--- src/rtl/instr_fetch_unit_if.sv ---
// rtl/instr_fetch_unit_if.sv - instruction memory request/ack bus between fetch unit and imem
//
// Purpose : groups the instruction-memory handshake into one bundle.
// Signals : imem_req   (master->slave) level request, held until imem_ack
//           imem_addr  (master->slave) fetch address, stable while imem_req=1
//           imem_ack   (slave->master) imem_rdata valid this cycle
//           imem_rdata (slave->master) instruction word
`timescale 1ns/1ps

interface instr_fetch_unit_if;
    logic        imem_req;
    logic [31:0] imem_addr;
    logic        imem_ack;
    logic [31:0] imem_rdata;

    modport master (
        output imem_req,
        output imem_addr,
        input  imem_ack,
        input  imem_rdata
    );

    modport slave (
        input  imem_req,
        input  imem_addr,
        output imem_ack,
        output imem_rdata
    );
endinterface

--- src/rtl/instr_fetch_unit.sv ---
// rtl/instr_fetch_unit.sv - fetch stage: PC, instruction register and imem req/ack fetch FSM
//
// Purpose : holds PC and IR; on en_fetch_pulse reads one word from instruction
//           memory over a req/ack handshake; on en_pc_pulse advances PC either
//           sequentially (pc+4) or jump-relative (instr_pc+imm_ext).
// Optional: IFU_TIMEOUT_EN - abort a fetch after TIMEOUT_CYCLES REQ cycles
//           without ack, load NOP_INSTR and raise sticky fetch_err.
// Ports   : clk, reset        single clock, synchronous active-high reset
//           en_fetch_pulse    start a fetch at the current PC (ignored while busy)
//           en_pc_pulse       update PC this edge
//           jump, imm_ext     select/offset for jump-relative PC update
//           imem              instruction memory bus (master side)
//           Instruction       instruction register
//           instr_pc          address the IR was fetched from
//           pc                current program counter
//           fetch_busy        high while a fetch is outstanding
//           fetch_done        one-cycle pulse when IR has been updated
//           fetch_err         sticky timeout flag (constant 0 without IFU_TIMEOUT_EN)
`timescale 1ns/1ps

module instr_fetch_unit #(
    parameter logic [31:0] RESET_PC       = 32'h0000_0000,
    parameter logic [31:0] NOP_INSTR      = 32'h0000_0000,
    parameter int unsigned TIMEOUT_CYCLES = 16
) (
    input  logic                      clk,
    input  logic                      reset,
    input  logic                      en_fetch_pulse,
    input  logic                      en_pc_pulse,
    input  logic                      jump,
    input  logic [31:0]               imm_ext,
    instr_fetch_unit_if.master        imem,
    output logic [31:0]               Instruction,
    output logic [31:0]               instr_pc,
    output logic [31:0]               pc,
    output logic                      fetch_busy,
    output logic                      fetch_done,
    output logic                      fetch_err
);

    typedef enum logic {
        IDLE = 1'b0,
        REQ  = 1'b1
    } state_t;

    // The wait counter is 5 bits wide, so the abort threshold must fit in it.
    if (TIMEOUT_CYCLES < 1 || TIMEOUT_CYCLES > 31) begin : g_bad_timeout_cfg
        $error("instr_fetch_unit: TIMEOUT_CYCLES must be in 1..31");
    end

    state_t      r_state;
    state_t      w_state_next;

    logic [31:0] r_pc;
    logic [31:0] r_ir;
    logic [31:0] r_instr_pc;
    logic [31:0] r_imem_addr;
    logic        r_imem_req;
    logic        r_fetch_done;

    logic        w_accept;      // fetch request taken in IDLE
    logic        w_complete;    // ack taken in REQ
    logic        w_timeout;     // REQ aborted by wait counter
    logic [31:0] w_pc_target;

`ifdef IFU_TIMEOUT_EN
    localparam logic [4:0] LP_WAIT_LAST = 5'(TIMEOUT_CYCLES - 1);

    logic [4:0]  r_wait_cnt;
    logic        r_fetch_err;
`endif

    // ------------------------------------------------------------------
    // FSM: state register
    // ------------------------------------------------------------------
    always_ff @(posedge clk) begin
        if (reset) begin
            r_state <= IDLE;
        end else begin
            r_state <= w_state_next;
        end
    end

    // ------------------------------------------------------------------
    // FSM: next state and per-cycle event decode
    // ------------------------------------------------------------------
    always_comb begin
        w_state_next = r_state;
        w_accept     = 1'b0;
        w_complete   = 1'b0;
        w_timeout    = 1'b0;
        case (r_state)
            IDLE: begin
                // imem_ack is deliberately ignored here: a stray or late ack
                // (e.g. one crossing a reset) must not touch the IR.
                if (en_fetch_pulse) begin
                    w_accept     = 1'b1;
                    w_state_next = REQ;
                end
            end
            REQ: begin
                // Ack has priority over the timeout when both land together.
                if (imem.imem_ack) begin
                    w_complete   = 1'b1;
                    w_state_next = IDLE;
                end
`ifdef IFU_TIMEOUT_EN
                else if (r_wait_cnt == LP_WAIT_LAST) begin
                    w_timeout    = 1'b1;
                    w_state_next = IDLE;
                end
`endif
            end
            default: begin
                w_state_next = IDLE;
            end
        endcase
    end

    // Jump target is relative to the fetched instruction's address, not the
    // (possibly already advanced) PC. The two low bits are dropped so the PC
    // stays word aligned; arithmetic wraps modulo 2^32.
    assign w_pc_target = jump ? (r_instr_pc + imm_ext) : (r_pc + 32'd4);

    // ------------------------------------------------------------------
    // Datapath registers
    // ------------------------------------------------------------------
    always_ff @(posedge clk) begin
        if (reset) begin
            r_pc         <= RESET_PC;
            r_ir         <= NOP_INSTR;
            r_instr_pc   <= RESET_PC;
            r_imem_addr  <= RESET_PC;
            r_imem_req   <= 1'b0;
            r_fetch_done <= 1'b0;
        end else begin
            r_fetch_done <= 1'b0;

            // The fetch below samples r_pc, i.e. the value from before this
            // edge's PC update, so a same-cycle fetch+pc pulse fetches old pc.
            if (en_pc_pulse) begin
                r_pc <= w_pc_target & ~32'd3;
            end

            if (w_accept) begin
                r_imem_req  <= 1'b1;
                r_imem_addr <= r_pc;
                r_instr_pc  <= r_pc;
            end

            if (w_complete) begin
                r_ir         <= imem.imem_rdata;
                r_fetch_done <= 1'b1;
                r_imem_req   <= 1'b0;
            end

            if (w_timeout) begin
                r_ir         <= NOP_INSTR;
                r_fetch_done <= 1'b1;
                r_imem_req   <= 1'b0;
            end
        end
    end

`ifdef IFU_TIMEOUT_EN
    // ------------------------------------------------------------------
    // Fetch timeout: counts REQ cycles without ack; error flag is sticky
    // until the next accepted fetch.
    // ------------------------------------------------------------------
    always_ff @(posedge clk) begin
        if (reset) begin
            r_wait_cnt  <= 5'd0;
            r_fetch_err <= 1'b0;
        end else begin
            if (w_accept) begin
                r_wait_cnt  <= 5'd0;
                r_fetch_err <= 1'b0;
            end else if (r_state == REQ && !imem.imem_ack && !w_timeout) begin
                r_wait_cnt <= r_wait_cnt + 5'd1;
            end

            if (w_timeout) begin
                r_fetch_err <= 1'b1;
            end
        end
    end

    assign fetch_err = r_fetch_err;
`else
    assign fetch_err = 1'b0;
`endif

    // ------------------------------------------------------------------
    // Outputs (all driven straight from registers)
    // ------------------------------------------------------------------
    assign imem.imem_req  = r_imem_req;
    assign imem.imem_addr = r_imem_addr;
    assign Instruction    = r_ir;
    assign instr_pc       = r_instr_pc;
    assign pc             = r_pc;
    assign fetch_busy     = r_imem_req;
    assign fetch_done     = r_fetch_done;

endmodule

--- src/flat_wrapper.sv ---
// flat-port wrapper written by rule: the top's interface ports become plain ports
module instr_fetch_unit_flat 
#(
    parameter logic [31:0] RESET_PC       = 32'h0000_0000,
    parameter logic [31:0] NOP_INSTR      = 32'h0000_0000,
    parameter int unsigned TIMEOUT_CYCLES = 16
)
  (clk, reset, en_fetch_pulse, en_pc_pulse, jump, imm_ext, Instruction, instr_pc, pc, fetch_busy, fetch_done, fetch_err, imem_imem_req, imem_imem_addr, imem_imem_ack, imem_imem_rdata);
  instr_fetch_unit_if imem_i ();
  input  logic clk;
  input  logic reset;
  input  logic en_fetch_pulse;
  input  logic en_pc_pulse;
  input  logic jump;
  input  logic [31:0] imm_ext;
  output logic [31:0] Instruction;
  output logic [31:0] instr_pc;
  output logic [31:0] pc;
  output logic fetch_busy;
  output logic fetch_done;
  output logic fetch_err;
  output wire logic [$bits(imem_i.imem_req)-1:0] imem_imem_req;
  output wire logic [$bits(imem_i.imem_addr)-1:0] imem_imem_addr;
  input wire logic [$bits(imem_i.imem_ack)-1:0] imem_imem_ack;
  input wire logic [$bits(imem_i.imem_rdata)-1:0] imem_imem_rdata;
  assign imem_imem_req = imem_i.imem_req;
  assign imem_imem_addr = imem_i.imem_addr;
  assign imem_i.imem_ack = imem_imem_ack;
  assign imem_i.imem_rdata = imem_imem_rdata;
  instr_fetch_unit #(.RESET_PC(RESET_PC), .NOP_INSTR(NOP_INSTR), .TIMEOUT_CYCLES(TIMEOUT_CYCLES)) u_core (.clk(clk), .reset(reset), .en_fetch_pulse(en_fetch_pulse), .en_pc_pulse(en_pc_pulse), .jump(jump), .imm_ext(imm_ext), .imem(imem_i), .Instruction(Instruction), .instr_pc(instr_pc), .pc(pc), .fetch_busy(fetch_busy), .fetch_done(fetch_done), .fetch_err(fetch_err));
endmodule
--- config.mk ---
export PLATFORM = sky130hd
export DESIGN_NAME = instr_fetch_unit_flat
export DESIGN_NICKNAME = d
export VERILOG_FILES = /design/src/rtl/instr_fetch_unit_if.sv /design/src/rtl/instr_fetch_unit.sv /design/src/flat_wrapper.sv
export SDC_FILE = /design/constraint.sdc
export NUM_CORES = 1
export LEC_CHECK = 0
export ABC_CLOCK_PERIOD_IN_PS = 2450
export BUFFER_PORTS_ARGS = -buffer_cell sky130_fd_sc_hd__buf_2
export CORE_MARGIN = 10
export CORE_UTILIZATION = 28
export CTS_CLUSTER_SIZE = 14
export DETAILED_ROUTE_END_ITERATION = 8
export PLACE_DENSITY = 0.61
export SETUP_SLACK_MARGIN = 0.4
export SLEW_MARGIN = 0
export SYNTH_ARGS = -nofsm -noshare
export SYNTH_HDL_FRONTEND = slang
export SYNTH_SLANG_ARGS = --single-unit
--- constraint.sdc ---
create_clock -name clk -period 2.45 [get_ports clk]
set_clock_uncertainty 0.05 [all_clocks]
set_input_delay 0.1225 -clock clk [delete_from_list [all_inputs] [get_ports clk]]
set_output_delay 0.1225 -clock clk [all_outputs]
set_load 0.01 [all_outputs]
==> run metrics <==
Synth Warn # 0; chip height approximately 170 um; Clock Pin Slew Worst Setup and Hold Paths roughly 80 ps; cells after synthesis around 740; Post-DRT Antenna Nets 0; Synth top area share 32.2%; via count ~6.5k; GRT overflow 0; DP HPWL between 15,000 and 20,000 um; Final Non-Filler Cells 1,272; Rows 53; top cells by area, synth dfxtp_1, nand2_1, a21oi_1; Hold Path Class primary input to flop; Startpoint Class flop; FF/Latch Area roughly 1900 um2; Critical Path AT 2710 ps; pre-CTS setup slack -76.1 ps; Seq cells post-synth 95; final setup violation count 1; Hold Fails Final Rpt 0; Worst VDD drop 0.000341 V; CP Cell Sequence ha_4 -> buf_4 -> buf_6 -> a211oi_4 -> o211ai_1 -> a21oi_2 -> buf_6 -> nor4_4 -> buf_4 -> a221oi_4 -> mux2i_1 -> o2bb2ai_1; root buf cell clkbuf_16; Most used DFF post-synth dfxtp_1; R2R setup slack -50 ps; cell taking the most area after synthesis dfxtp_1; worst slew pin tran a little over 600 ps; first-pass GRT wire length ~34,000 um; Worst Path Max Fanout 3; fraction of layout cells with a size suffix above 1 between 40 and 50%; Die X-Extent approximately 170 um; initial antenna violation count 1; vias in the first global route 6,405; RSZ-0062 raised after global routing yes; Max-Cap Viols 0; ys async rst share 0%; Reg-to-Reg Start u_core.imem.imem_addr[2]; GP Congestion 0.854; crit path kind flop to flop; Hold Crit Start reset; worst setup margin -47.2 ps; largest net degree at the start of global routing 35; RR Endpoint u_core.pc[29]; Register-to-Register Path Depth 12; dpl cells 1,205; Power Density approximately 480 nW/um2; Hold Path Sink u_core.imem.imem_addr[22]; Cell variety after synth 73; Pre-antenna DRT Iters 5; Avg WL per Cell ~18 um; synth cell count leaders nand2_1, dfxtp_1, a21oi_1; CP endpoint kind flop; Hold WS 175 ps; failing checks setup timing; final slew viol count 0; multi-input logic area slightly above 4000 um2; period utilization 102%; syn_area_per_cell about 8.0 um2; top-count cell post-synth nand2_1; Via density between 5 and 6; max frequency ~0.40 GHz; Initial DRC Count around 460; clock buffer depth 2; clock latency on the worst-skew pair approximately 370 ps; worst path required time 2660 ps; CTS tree yes; fin nets around 1.1k; Final Power 4.18 mW; Min-Delay Path Depth 2; io pins roughly 200; total wire length 22,500 um; full die area around 27,000 um2; Core ar. roughly 21,000 um2; EDFF count, synth 0; Initial Util between 20% and 30%; gr usage total between 10% and 20%; Num CTS Buffers 9; Final min period 2500 ps; Seq/Total Area, Yosys 32.2%; area growth from synthesis to layout 47.7%; outcome finished with violations; relative slew slack 59.3%; Crit path largest cell delay approximately 350 ps; CTS Sinks 95; H-tree levels 3; Crit-path slowest cell dfxtp_4; FILL cells roughly 2.1k; I/O Buffers around 190; DRC 0; leak pwr a little under 4 nW; Cell Area, Synth between 5000 and 6000 um2
-- repair_timing --
action                                  in CTS  in global routing
cloned                                       0                  0
setup buffers                                9                  8
gates resized for setup                     51                 35
endpoints found under the setup margin      23                 25
hold endpoints to repair                    33                  0
hold buffers                                33                  0
pin swaps                                   26                 30
-- where the power goes --
part / total (mW) / switching [mW] / internal, mW / leakage [nW]
registers: 1.70 / 0.0767 / 1.62 / 0.782
clock network: 1.46 / 0.738 / 0.723 / 0.146
logic: 1.02 / 0.557 / 0.464 / 3.00
-- per-layer routing --
layer  global-route usage, %  wire, um  vias up
met2                    25.9     10900      231
li1                        -         -     3191
met3                    3.12      1500       37
met5                       0         0        -
met4                    5.92       529        0
met1                    19.4      9560     3074
-- cell type report --
type	count	area share, %
antenna	1	0.0287
clock buffer	9	2.58
clock inverter	7	0.790
inverter	10	0.431
multi-input combinational	555	46.6
sequential	95	22.1
tap	275	3.95
timing repair buffer	320	23.5
-- cells in the final DEF, fill, tap and decap left out, types with 16 or more instances in the layout --
master and instances:
buf_2 192, ha_1 16, dfxtp_1 82, nand3_1 21
o21ai_0 27, nor2_1 36, nand2_1 106, buf_4 83
a22o_1 33, dlygate4sd3_1 33, a21oi_1 69
-- worst max-delay path, delay by kind of cell (launching register included) --
| family | cells | cell delay, ps |
|---|---|---|
| buf+inv | 4 | 540 |
| flops | 1 | 350 |
| mux | 1 | 210 |
| simple gates | 1 | 50 |
| compound gates | 5 | 1030 |
| fa+ha+maj | 1 | 160 |
-- state kept, by name, summed over array words and instances, names as in the netlist --
name                   count
u_core.Instruction        32
u_core.imem.imem_addr     30
u_core.fetch_busy          1
u_core.pc                 30
u_core.fetch_done          1
u_core.r_state             1
-- kinds of logic after synthesis --
kind of cell	after synthesis	share of synthesized area, %
DFF	95	32.2
adders and majority gates	31	6.70
AOI/OAI and AO/OA	249	28.7
other	1	0.0636
xor gates and xnor gates	16	2.38
muxes	5	0.870
buffers and inverters	94	8.61
and+or+nand+nor	247	20.5
-- worst max-delay path by stage --
stage | from | to | slack (ps) | depth (start not counted)
6_report | u_core.imem.imem_addr[2] | u_core.pc[29] | -50 | 12
5_1_grt | u_core.imem.imem_addr[2] | u_core.pc[29] | -100 | 12
4_1_cts | u_core.imem.imem_addr[13] | u_core.pc[30] | 100 | 8
3_5_place_dp | u_core.imem.imem_addr[8] | u_core.pc[30] | -80 | 8
3_3_place_gp | u_core.imem.imem_addr[2] | u_core.pc[26] | -30 | 9
2_1_floorplan | u_core.imem.imem_addr[2] | u_core.pc[18] | 270 | 8
-- per-stage QoR --
step / setup TNS (ps) / utilization (%) / instance area (um2)
4_1_cts: 0 / 40.4 / 8450
3_5_place_dp: -76.1 / 36.0 / 7510
2_1_floorplan: 0 / - / 6120
6_report: -47.2 / 41.7 / 8710
5_1_grt: -506 / 41.7 / 8710
3_3_place_gp: -31.8 / 36.0 / 7510
Power figures use the tool's default switching activity.
